<file path="src/rtl/sfifo_wb_pkg.sv">
// Shared constants for the sfifo_wb_bridge slice: register word indices,
// STATUS bit positions, DOUT_CMD field positions and serializer FSM encodings.
// Latency: n/a (constants only). Backpressure: n/a.
package sfifo_wb_pkg;

  // Register word indices (wb_adr_i is already a word address)
  localparam logic [31:0] REG_BP_TICK   = 32'd0;
  localparam logic [31:0] REG_STATUS    = 32'd1;
  localparam logic [31:0] REG_SFIFO_DI  = 32'd2;
  localparam logic [31:0] REG_DOUT_CMD  = 32'd3;
  localparam logic [31:0] REG_DIN       = 32'd4;
  localparam logic [31:0] REG_MBOX_OBUF = 32'd5;
  localparam logic [31:0] REG_ADC_BASE  = 32'd8;

  // STATUS bit positions
  localparam int ST_SFIFO_EMPTY = 0;
  localparam int ST_SFIFO_FULL  = 1;
  localparam int ST_MBOX_FULL   = 2;
  localparam int ST_BUF_FULL    = 3;
  localparam int ST_SER_BUSY    = 4;
  localparam int ST_RD_TMO      = 5;
  localparam int ST_CNT_LSB     = 8;

  // DOUT_CMD fields
  localparam int DC_VALID   = 31;
  localparam int DC_LEVEL   = 30;
  localparam int DC_IDX_LSB = 24;
  localparam int DC_IDX_W   = 6;

  typedef enum logic [1:0] {
    SER_IDLE = 2'd0,
    SER_LOAD = 2'd1,
    SER_SEND = 2'd2
  } ser_state_t;

endpackage

</file>
<file path="src/rtl/sfifo_wb_bridge_if.sv">
// WISHBONE classic slave bus bundle used between the CPU side and sfifo_wb_bridge.
// Latency: n/a (wires only). Backpressure: slave withholds wb_ack_o to stall.
// Signals: cyc/stb/we/sel/adr/dat_i from master; dat_o/ack_o from slave.
interface sfifo_wb_bridge_if #(
  parameter int WB_AW = 6
);
  logic             wb_cyc_i;
  logic             wb_stb_i;
  logic             wb_we_i;
  logic [3:0]       wb_sel_i;
  logic [WB_AW-3:0] wb_adr_i;
  logic [31:0]      wb_dat_i;
  logic [31:0]      wb_dat_o;
  logic             wb_ack_o;

  modport master (
    output wb_cyc_i, wb_stb_i, wb_we_i, wb_sel_i, wb_adr_i, wb_dat_i,
    input  wb_dat_o, wb_ack_o
  );

  modport slave (
    input  wb_cyc_i, wb_stb_i, wb_we_i, wb_sel_i, wb_adr_i, wb_dat_i,
    output wb_dat_o, wb_ack_o
  );
endinterface

</file>
<file path="src/rtl/sfifo_mbox_ser.sv">
// Mailbox word buffer (DEPTH x {sel,word}) feeding a byte serializer, LSB lane first.
// Latency: push -> first byte offered 2 cycles later (IDLE->LOAD->SEND).
// Backpressure: buf_full stops pushes; mbox_full_i stalls the current byte.
// Ports: clk/rst, push_vld/push_dat/push_sel, buf_full/buf_cnt/busy, mbox_wr_o/mbox_do_o/mbox_full_i.
module sfifo_mbox_ser
  import sfifo_wb_pkg::*;
#(
  parameter int DEPTH = 4
) (
  input  logic        clk,
  input  logic        rst,
  input  logic        push_vld,
  input  logic [31:0] push_dat,
  input  logic [3:0]  push_sel,
  output logic        buf_full,
  output logic [7:0]  buf_cnt,
  output logic        busy,
  output logic        mbox_wr_o,
  output logic [7:0]  mbox_do_o,
  input  logic        mbox_full_i
);
  localparam int AW = $clog2(DEPTH);

  logic [35:0] mem [DEPTH];
  logic [AW:0] wr_ptr, rd_ptr, cnt;
  logic        buf_empty;

  ser_state_t  state;
  logic [31:0] word_q;
  logic [3:0]  sel_q;
  logic [1:0]  lane_q;

  assign cnt       = wr_ptr - rd_ptr;
  assign buf_full  = (cnt == (AW+1)'(DEPTH));
  assign buf_empty = (cnt == '0);
  assign buf_cnt   = 8'(cnt);
  assign busy      = (state != SER_IDLE);

  // The write strobe must see mbox_full_i in the same cycle, otherwise a byte
  // could land in a mailbox that has just filled; hence not registered.
  assign mbox_wr_o = (state == SER_SEND) & sel_q[lane_q] & ~mbox_full_i;
  assign mbox_do_o = word_q[{lane_q, 3'b000} +: 8];

  always_ff @(posedge clk) begin
    if (push_vld) mem[wr_ptr[AW-1:0]] <= {push_sel, push_dat};
  end

  always_ff @(posedge clk or posedge rst) begin
    if (rst) begin
      state  <= SER_IDLE;
      wr_ptr <= '0;
      rd_ptr <= '0;
      word_q <= '0;
      sel_q  <= '0;
      lane_q <= '0;
    end else begin
      if (push_vld) wr_ptr <= wr_ptr + 1'b1;
      case (state)
        // A new word is only started while the mailbox has room, so words
        // queue in the buffer rather than sitting half-sent in the serializer.
        SER_IDLE: if (!buf_empty && !mbox_full_i) state <= SER_LOAD;
        SER_LOAD: begin
          {sel_q, word_q} <= mem[rd_ptr[AW-1:0]];
          rd_ptr          <= rd_ptr + 1'b1;
          lane_q          <= 2'd0;
          state           <= SER_SEND;
        end
        SER_SEND: begin
          // Unselected lanes are skipped; a selected lane advances only when written.
          if (!sel_q[lane_q] || !mbox_full_i) begin
            lane_q <= lane_q + 2'd1;
            if (lane_q == 2'd3) state <= SER_IDLE;
          end
        end
        default: state <= SER_IDLE;
      endcase
    end
  end
endmodule

</file>
<file path="src/rtl/sfifo_wb_bridge.sv">
// WISHBONE slave: BP tick counter/sync, DOUT set/reset masks, DIN/ADC/STATUS reads, SFIFO pop, mailbox.
// Latency: ack 1 cycle after cyc&stb, single-cycle pulse, never back-to-back.
// Backpressure: ack withheld on SFIFO_DI while empty and on MBOX_OBUF while word buffer full.
// Ports: wb_clk_i/wb_rst_i, wb (slave modport), sfifo_*, mbox_*, sfifo_bp_tick_i, dout_set/rst_o, din_i, adc_i.
// Build option: define SFIFO_WB_RD_TMO_EN to give up an SFIFO_DI read after RD_TMO stall cycles.
module sfifo_wb_bridge
  import sfifo_wb_pkg::*;
#(
  parameter int WB_AW      = 6,
  parameter int WB_DW      = 32,
  parameter int SFIFO_DW   = 16,
  parameter int DOUT_N     = 16,
  parameter int DIN_W      = 32,
  parameter int ADC_W      = 12,
  parameter int ADC_CH     = 2,
  parameter int MBOX_DEPTH = 4,
  parameter int RD_TMO     = 1024
) (
  input  logic                    wb_clk_i,
  input  logic                    wb_rst_i,
  sfifo_wb_bridge_if.slave        wb,
  output logic                    sfifo_rd_o,
  input  logic                    sfifo_empty_i,
  input  logic                    sfifo_full_i,
  input  logic [SFIFO_DW-1:0]     sfifo_di,
  output logic                    mbox_wr_o,
  output logic [7:0]              mbox_do_o,
  input  logic                    mbox_full_i,
  input  logic                    sfifo_bp_tick_i,
  output logic [DOUT_N-1:0]       dout_set_o,
  output logic [DOUT_N-1:0]       dout_rst_o,
  input  logic [DIN_W-1:0]        din_i,
  input  logic [ADC_CH*ADC_W-1:0] adc_i
);
  logic [31:0]         adr_w;
  logic                ack_q;
  logic [WB_DW-1:0]    dat_q, rd_mux, status;
  logic                req, is_sfifo_rd, is_stat_rd, is_mbox_wr, is_dout_wr;
  logic                ack_go, sfifo_pop, mbox_push, dout_acc, tmo_hit, tmo_sticky;
  logic                buf_full, ser_busy;
  logic [7:0]          buf_cnt;
  logic [2:0]          bp_sync;
  logic                bp_p;
  logic [31:0]         bp_cnt;
  logic [DOUT_N-1:0]   pend_set, pend_rst, nxt_set, nxt_rst;
  logic [DC_IDX_W-1:0] dc_idx;

  assign adr_w       = 32'(wb.wb_adr_i[WB_AW-3:0]);
  assign wb.wb_ack_o = ack_q;
  assign wb.wb_dat_o = dat_q;

  // ack_q in the request term keeps acks from running back-to-back.
  assign req         = wb.wb_cyc_i & wb.wb_stb_i & ~ack_q;
  assign is_sfifo_rd = req & ~wb.wb_we_i & (adr_w == REG_SFIFO_DI);
  assign is_stat_rd  = req & ~wb.wb_we_i & (adr_w == REG_STATUS);
  assign is_mbox_wr  = req &  wb.wb_we_i & (adr_w == REG_MBOX_OBUF);
  assign is_dout_wr  = req &  wb.wb_we_i & (adr_w == REG_DOUT_CMD);

`ifdef SFIFO_WB_RD_TMO_EN
  localparam int TMO_W = $clog2(RD_TMO + 1);
  logic [TMO_W-1:0] tmo_cnt;

  assign tmo_hit = is_sfifo_rd & sfifo_empty_i & (tmo_cnt == TMO_W'(RD_TMO));

  always_ff @(posedge wb_clk_i or posedge wb_rst_i) begin
    if (wb_rst_i)                                tmo_cnt <= '0;
    else if (is_sfifo_rd & sfifo_empty_i & ~tmo_hit) tmo_cnt <= tmo_cnt + 1'b1;
    else                                         tmo_cnt <= '0;
  end
`else
  // Timeout compiled out: the term is constant false, reads wait for data.
  assign tmo_hit = is_sfifo_rd & (RD_TMO < 0);
`endif

  assign sfifo_pop = is_sfifo_rd & ~sfifo_empty_i;
  assign mbox_push = is_mbox_wr & (wb.wb_sel_i != 4'd0) & ~buf_full;
  assign dc_idx    = wb.wb_dat_i[DC_IDX_LSB +: DC_IDX_W];
  assign dout_acc  = is_dout_wr & wb.wb_sel_i[3] & wb.wb_dat_i[DC_VALID];

  always_comb begin
    ack_go = req;
    if (is_sfifo_rd)     ack_go = ~sfifo_empty_i | tmo_hit;
    else if (is_mbox_wr) ack_go = (wb.wb_sel_i == 4'd0) | ~buf_full;
  end

  always_comb begin
    status                 = '0;
    status[ST_SFIFO_EMPTY] = sfifo_empty_i;
    status[ST_SFIFO_FULL]  = sfifo_full_i;
    status[ST_MBOX_FULL]   = mbox_full_i;
    status[ST_BUF_FULL]    = buf_full;
    status[ST_SER_BUSY]    = ser_busy;
    status[ST_RD_TMO]      = tmo_sticky;
    status[ST_CNT_LSB +: 8] = buf_cnt;
  end

  always_comb begin
    rd_mux = '0;
    if (adr_w == REG_BP_TICK)       rd_mux = bp_cnt;
    else if (adr_w == REG_STATUS)   rd_mux = status;
    else if (adr_w == REG_SFIFO_DI) rd_mux = tmo_hit ? '0 : (32'(sfifo_di) << (WB_DW - SFIFO_DW));
    else if (adr_w == REG_DIN)      rd_mux = 32'(din_i);
    for (int k = 0; k < ADC_CH; k++) begin
      if (adr_w == REG_ADC_BASE + 32'(k)) rd_mux = 32'(adc_i[k*ADC_W +: ADC_W]);
    end
  end

  always_ff @(posedge wb_clk_i or posedge wb_rst_i) begin
    if (wb_rst_i) begin
      ack_q      <= 1'b0;
      dat_q      <= '0;
      sfifo_rd_o <= 1'b0;
      tmo_sticky <= 1'b0;
    end else begin
      ack_q      <= ack_go;
      dat_q      <= (ack_go & ~wb.wb_we_i) ? rd_mux : '0;
      sfifo_rd_o <= sfifo_pop;
      if (tmo_hit)         tmo_sticky <= 1'b1;
      else if (is_stat_rd) tmo_sticky <= 1'b0;
    end
  end

  // Tick arrives from another domain: two sync flops, third flop for edge detect.
  assign bp_p = bp_sync[1] & ~bp_sync[2];

  // Indices >= DOUT_N match no bit in the loop and are therefore dropped.
  always_comb begin
    nxt_set = bp_p ? '0 : pend_set;
    nxt_rst = bp_p ? '0 : pend_rst;
    for (int i = 0; i < DOUT_N; i++) begin
      if (dout_acc && dc_idx == DC_IDX_W'(i)) begin
        nxt_set[i] = wb.wb_dat_i[DC_LEVEL];
        nxt_rst[i] = ~wb.wb_dat_i[DC_LEVEL];
      end
    end
  end

  always_ff @(posedge wb_clk_i or posedge wb_rst_i) begin
    if (wb_rst_i) begin
      bp_sync    <= '0;
      bp_cnt     <= '0;
      pend_set   <= '0;
      pend_rst   <= '0;
      dout_set_o <= '0;
      dout_rst_o <= '0;
    end else begin
      bp_sync  <= {bp_sync[1:0], sfifo_bp_tick_i};
      pend_set <= nxt_set;
      pend_rst <= nxt_rst;
      if (bp_p) begin
        bp_cnt     <= bp_cnt + 32'd1;
        dout_set_o <= pend_set;
        dout_rst_o <= pend_rst;
      end
    end
  end

  sfifo_mbox_ser #(
    .DEPTH (MBOX_DEPTH)
  ) u_ser (
    .clk         (wb_clk_i),
    .rst         (wb_rst_i),
    .push_vld    (mbox_push),
    .push_dat    (wb.wb_dat_i),
    .push_sel    (wb.wb_sel_i),
    .buf_full    (buf_full),
    .buf_cnt     (buf_cnt),
    .busy        (ser_busy),
    .mbox_wr_o   (mbox_wr_o),
    .mbox_do_o   (mbox_do_o),
    .mbox_full_i (mbox_full_i)
  );
endmodule
</file>
<file path="src/flat_wrapper.sv">
// flat-port wrapper written by rule: the top's interface ports become plain ports
module sfifo_wb_bridge_flat import sfifo_wb_pkg::*;
#(
  parameter int WB_AW      = 6,
  parameter int WB_DW      = 32,
  parameter int SFIFO_DW   = 16,
  parameter int DOUT_N     = 16,
  parameter int DIN_W      = 32,
  parameter int ADC_W      = 12,
  parameter int ADC_CH     = 2,
  parameter int MBOX_DEPTH = 4,
  parameter int RD_TMO     = 1024
)
  (wb_clk_i, wb_rst_i, sfifo_rd_o, sfifo_empty_i, sfifo_full_i, sfifo_di, mbox_wr_o, mbox_do_o, mbox_full_i, sfifo_bp_tick_i, dout_set_o, dout_rst_o, din_i, adc_i, wb_wb_cyc_i, wb_wb_stb_i, wb_wb_we_i, wb_wb_sel_i, wb_wb_adr_i, wb_wb_dat_i, wb_wb_dat_o, wb_wb_ack_o);
  sfifo_wb_bridge_if #(.WB_AW(WB_AW)) wb_i ();
  input  logic wb_clk_i;
  input  logic wb_rst_i;
  output logic sfifo_rd_o;
  input  logic sfifo_empty_i;
  input  logic sfifo_full_i;
  input  logic [SFIFO_DW-1:0] sfifo_di;
  output logic mbox_wr_o;
  output logic [7:0] mbox_do_o;
  input  logic mbox_full_i;
  input  logic sfifo_bp_tick_i;
  output logic [DOUT_N-1:0] dout_set_o;
  output logic [DOUT_N-1:0] dout_rst_o;
  input  logic [DIN_W-1:0] din_i;
  input  logic [ADC_CH*ADC_W-1:0] adc_i;
  input wire logic [$bits(wb_i.wb_cyc_i)-1:0] wb_wb_cyc_i;
  input wire logic [$bits(wb_i.wb_stb_i)-1:0] wb_wb_stb_i;
  input wire logic [$bits(wb_i.wb_we_i)-1:0] wb_wb_we_i;
  input wire logic [$bits(wb_i.wb_sel_i)-1:0] wb_wb_sel_i;
  input wire logic [$bits(wb_i.wb_adr_i)-1:0] wb_wb_adr_i;
  input wire logic [$bits(wb_i.wb_dat_i)-1:0] wb_wb_dat_i;
  output wire logic [$bits(wb_i.wb_dat_o)-1:0] wb_wb_dat_o;
  output wire logic [$bits(wb_i.wb_ack_o)-1:0] wb_wb_ack_o;
  assign wb_i.wb_cyc_i = wb_wb_cyc_i;
  assign wb_i.wb_stb_i = wb_wb_stb_i;
  assign wb_i.wb_we_i = wb_wb_we_i;
  assign wb_i.wb_sel_i = wb_wb_sel_i;
  assign wb_i.wb_adr_i = wb_wb_adr_i;
  assign wb_i.wb_dat_i = wb_wb_dat_i;
  assign wb_wb_dat_o = wb_i.wb_dat_o;
  assign wb_wb_ack_o = wb_i.wb_ack_o;
  sfifo_wb_bridge #(.WB_AW(WB_AW), .WB_DW(WB_DW), .SFIFO_DW(SFIFO_DW), .DOUT_N(DOUT_N), .DIN_W(DIN_W), .ADC_W(ADC_W), .ADC_CH(ADC_CH), .MBOX_DEPTH(MBOX_DEPTH), .RD_TMO(RD_TMO)) u_core (.wb_clk_i(wb_clk_i), .wb_rst_i(wb_rst_i), .wb(wb_i), .sfifo_rd_o(sfifo_rd_o), .sfifo_empty_i(sfifo_empty_i), .sfifo_full_i(sfifo_full_i), .sfifo_di(sfifo_di), .mbox_wr_o(mbox_wr_o), .mbox_do_o(mbox_do_o), .mbox_full_i(mbox_full_i), .sfifo_bp_tick_i(sfifo_bp_tick_i), .dout_set_o(dout_set_o), .dout_rst_o(dout_rst_o), .din_i(din_i), .adc_i(adc_i));
endmodule
</file>
<file path="config.mk">
export PLATFORM = sky130hd
export DESIGN_NAME = sfifo_wb_bridge_flat
export DESIGN_NICKNAME = d
export VERILOG_FILES = /design/src/rtl/sfifo_wb_pkg.sv /design/src/rtl/sfifo_wb_bridge_if.sv /design/src/rtl/sfifo_mbox_ser.sv /design/src/rtl/sfifo_wb_bridge.sv /design/src/flat_wrapper.sv
export SDC_FILE = /design/constraint.sdc
export NUM_CORES = 1
export LEC_CHECK = 0
export ABC_AREA = 1
export BUFFER_PORTS_ARGS = -buffer_cell sky130_fd_sc_hd__clkbuf_2
export CAP_MARGIN = 0
export CORE_AREA = 2 2 170 172
export CTS_CLUSTER_DIAMETER = 30
export CTS_CLUSTER_SIZE = 14
export DETAILED_ROUTE_END_ITERATION = 10
export DIE_AREA = 0 0 172 174
export GPL_ROUTABILITY_DRIVEN = 0
export MAX_ROUTING_LAYER = met4
export PLACE_DENSITY = 0.7
export SLEW_MARGIN = 20
export SYNTH_ARGS = -nofsm -noshare
export SYNTH_HDL_FRONTEND = slang
export SYNTH_SLANG_ARGS = --single-unit
</file>
<file path="constraint.sdc">
create_clock -name wb_clk_i -period 9.5 [get_ports wb_clk_i]
set_input_delay 0.95 -clock wb_clk_i [delete_from_list [all_inputs] [get_ports wb_clk_i]]
set_output_delay 0.95 -clock wb_clk_i [all_outputs]
set_load 0.01 [all_outputs]
</file>
==> results by group <==
Critical path
  • Reg2reg path depth: 8
  • R2R setup slack: 6320 ps
  • Worst setup SP type: flip-flop
  • Worst Path Max Fanout: 24
  • Setup crit end kind: primary output
  • R2R Path End: u_core.u_ser.mem[3][16]$_DFFE_PP_
  • CP cell instances: inv_1, o21ai_0, o22ai_1, nand2_1, nor2_1, clkbuf_2
  • WS Path Type: reg2out
  • Crit path largest cell delay: 590 ps
  • Critical Path RT: 8550 ps
  • Worst R2R Start: u_core.u_ser.rd_ptr[1]$_DFFE_PP0P_
  • Worst EP arrival: 2460 ps
  • Slowest library cell on the worst path: dfrtp_1

Die
  • Core region area: 0.0282 mm²
  • Die area: 0.0299 mm²
  • Io pins: 196
  • Rows: 62
  • Die Y: 174 µm
  • Die X: 172 µm
  • Starting Density: 0.491

Synth
  • Synth Area in Simple Gates: 0.194
  • Largest family of logic cells by synthesized area: simple AND/OR/NAND/NOR gates
  • Unique masters post-synth: 43
  • Async set-or-reset flop fraction in the synthesized netlist: 0.554
  • Xor/xnor cell area share of the yosys netlist: 0.0190
  • EDFF count, synth: 144
  • Area of the mapped netlist: 0.0139 mm²
  • Post-Synth Adder-Cell Area: 0.00866
  • Sequential area share after synthesis: 0.635
  • Syn nets: 1533
  • Syn Inst Count: 1403
  • Ys Warns: 0
  • Main synth FF type: dfrtp_1
  • Synth area leader: dfrtp_1
  • Post-synthesis mux area share: 0
  • Post-synthesis register bit count: 323
  • Syn avg cell area: 9.88 µm²
  • Compound-Gate Fraction of Synth Area: 0.0927
  • Most frequent cell after synthesis: nor2_1
  • Area share of the largest cell type after synthesis: 0.323
  • Ranking of synthesized cells by area: dfrtp_1, edfxtp_1, nor2_1, nand2_1, o21ai_0
  • Post-synth top cells: nor2_1, nand2_1, dfrtp_1

Min path
  • Hold_sp: u_core.bp_sync[0]$_DFF_PP0_
  • Hold Crit Depth: 0
  • Hold Path Sink: u_core.bp_sync[1]$_DFF_PP0_
  • Worst hold path type: reg2reg

Timing
  • Worst-margin pin slew: 953 ps
  • Max Slew Vio Count: 0
  • Period utilisation layout: 0.359
  • Final setup violation count: 0
  • FMAX: 293 MHz
  • Final min period: 3410 ps
  • Fin. Hold Viols: 0
  • Post-Route Skew: 18.3 ps
  • RSZ-0062 raised after global routing: false
  • Fin Setup TNS: 0 ps
  • Worst slew margin: 0.364

Final layout
  • Share of cells above drive strength 1: 0.216
  • Layout Nets: 1743
  • Synth-to-layout area growth: 25.8%
  • Finished Cell Area: 0.0174 mm²

Global route
  • Pin count of the biggest net entering global routing: 78
  • Gr ovfl total: 0
  • Gr usage total: 0.239
  • Initial antenna violation count: 3
  • Vias in the first global route: 10495
  • First-pass GRT wire length: 54.8 mm

Routing
  • DRT Wirelength: 34.5 mm
  • Total vias in the final route: 10765
  • Vias per cell: 5.25
  • DRC viols: 0
  • Routed length on met3: 2.42 mm
  • Top routing layer in use: met4
  • TritonRoute pass-1 iters: 5
  • Wire per inst: 16.8 µm
  • WL met2: 16.2 mm
  • Iteration-0 DRC count of the detailed router: 762
  • Post-DRT Antenna Nets: 0
  • M1 wire length: 15.1 mm

Placement
  • Post-DP Area: 0.0152 mm²
  • I/O Buffers: 195
  • DP Wirelength: 22.2 mm

Clock tree
  • CTS sink count: 323
  • CTS tree: done
  • Cts hold-fix bufs: 0
  • Clk buf depth: 3
  • Worst skew pair latency: 580 ps
  • Inserted Clock Buffers: 60
  • Clock-pin slew on the worst setup and hold paths: 50 ps
  • Post_cts resized: 0
  • H-tree Lvls: 2
  • Clock root buffer: clkbuf_16
  • # Post-CTS Setup Buffers: 0

Power and ir drop
  • Worst vdd ir: 0.183 mV
  • Power Dens Cells: 270 mW/mm²
  • Lkg Pwr: 7.74 nW

Job
  • Max Cap Violations: 0

Run status
  • Run status: complete, no violations
==> kinds of logic (layout without fill, tap and decap cells) <==
family          count (synthesis)  in the layout
other cells                     0              3
compound gates                224            224
buf+inv                       178            439
fa+ha+maj                       9              9
xor+xnor                       30             30
simple gates                  639            639
flops                         323            323
==> sequential cells by signal, summed over array words and instances, names as in the netlist <==
name                 count
u_core.u_ser.wr_ptr      3
u_core.u_ser.sel_q       4
u_core.u_ser.mem       144
u_core.u_ser.state       2
u_core.wb.wb_dat_o      32
u_core.pend_rst         16
u_core.dout_set_o       16
u_core.u_ser.word_q     32
u_core.dout_rst_o       16
u_core.wb.wb_ack_o       1
u_core.pend_set         16
u_core.bp_sync           3
u_core.sfifo_rd_o        1
u_core.u_ser.lane_q      2
u_core.bp_cnt           32
u_core.u_ser.rd_ptr      3
==> critical path: cells and delay by family (launching register included) <==
family	cells	cell delay, ps
and+or+nand+nor	2	200
buffers and inverters	2	690
AOI/OAI and AO/OA	2	410
DFF	1	590
==> power by group <==
part / internal [mW] / switching (mW)
combinational: 0.261 / 0.535
clock: 1.50 / 0.745
sequential: 1.57 / 0.0958
==> cells in the final DEF, fill, tap and decap left out, drive strengths merged, types with 3 or more instances in the layout <==
cell	instances
o22ai	14
or2	4
diode	3
nand4	17
clkbuf	258
xnor2	4
xor2	26
bufinv	12
a31oi	30
clkinvlp	8
o21ai	134
clkinv	21
ha	8
a21oi	17
inv	128
edfxtp	144
nand3	61
nand2	251
buf	12
a22o	10
nor4	3
dfrtp	179
nor3	22
a221oi	12
nor2	276
==> layout make-up <==
| class | instances | area, µm² |
|---|---|---|
| fillers | 2299 | 10800 |
| clock buffers | 63 | 1510 |
| well taps | 384 | 480 |
| repair buffers | 207 | 1140 |
| flip-flops and latches | 323 | 8800 |
| diodes | 3 | 7.51 |
| clock inverters | 50 | 657 |
| inverters | 119 | 453 |
| multi-input cells | 902 | 4390 |
==> how the worst max path moves through the flow <==
| stage | slack, ps | depth (start not counted) | start | to |
|---|---|---|---|---|
| global route | 5840 | 5 | u_core.u_ser.lane_q[0]$_DFFE_PP0P_ | mbox_do_o[6] |
| detailed placement | 6130 | 7 | u_core.u_ser.rd_ptr[1]$_DFFE_PP0P_ | u_core.u_ser.mem[1][15]$_DFFE_PP_ |
| CTS | 6080 | 6 | u_core.u_ser.lane_q[0]$_DFFE_PP0P_ | mbox_wr_o |
| global placement | 6220 | 7 | u_core.u_ser.rd_ptr[1]$_DFFE_PP0P_ | u_core.u_ser.mem[3][13]$_DFFE_PP_ |
| floorplan | 3690 | 1 | wb_rst_i | u_core.bp_cnt[0]$_DFFE_PP0P_ |
| finish | 6090 | 6 | u_core.u_ser.lane_q[0]$_DFFE_PP0P_ | mbox_wr_o |
==> through the flow <==
step	util	setup WS, ps	hold WS (ps)	power (mW)	std cells
final	0.618	6090	357	4.71	2051
after global routing	0.618	5840	372	4.92	2051
after CTS	0.616	6080	362	4.73	2046
after detailed placement	0.539	6130	340	2.47	1933
after global placement	0.537	6220	333	2.45	1931
after floorplan	-	3690	331	2.22	1403
==> routing by layer <==
layer | global-route usage | vias up
li1 | - | 5135
met1 | 0.325 | 5189
met2 | 0.366 | 385
met3 | 0.0417 | 56
met4 | 0.0798 | 0
met5 | - | -
Power figures use the tool's default switching activity.
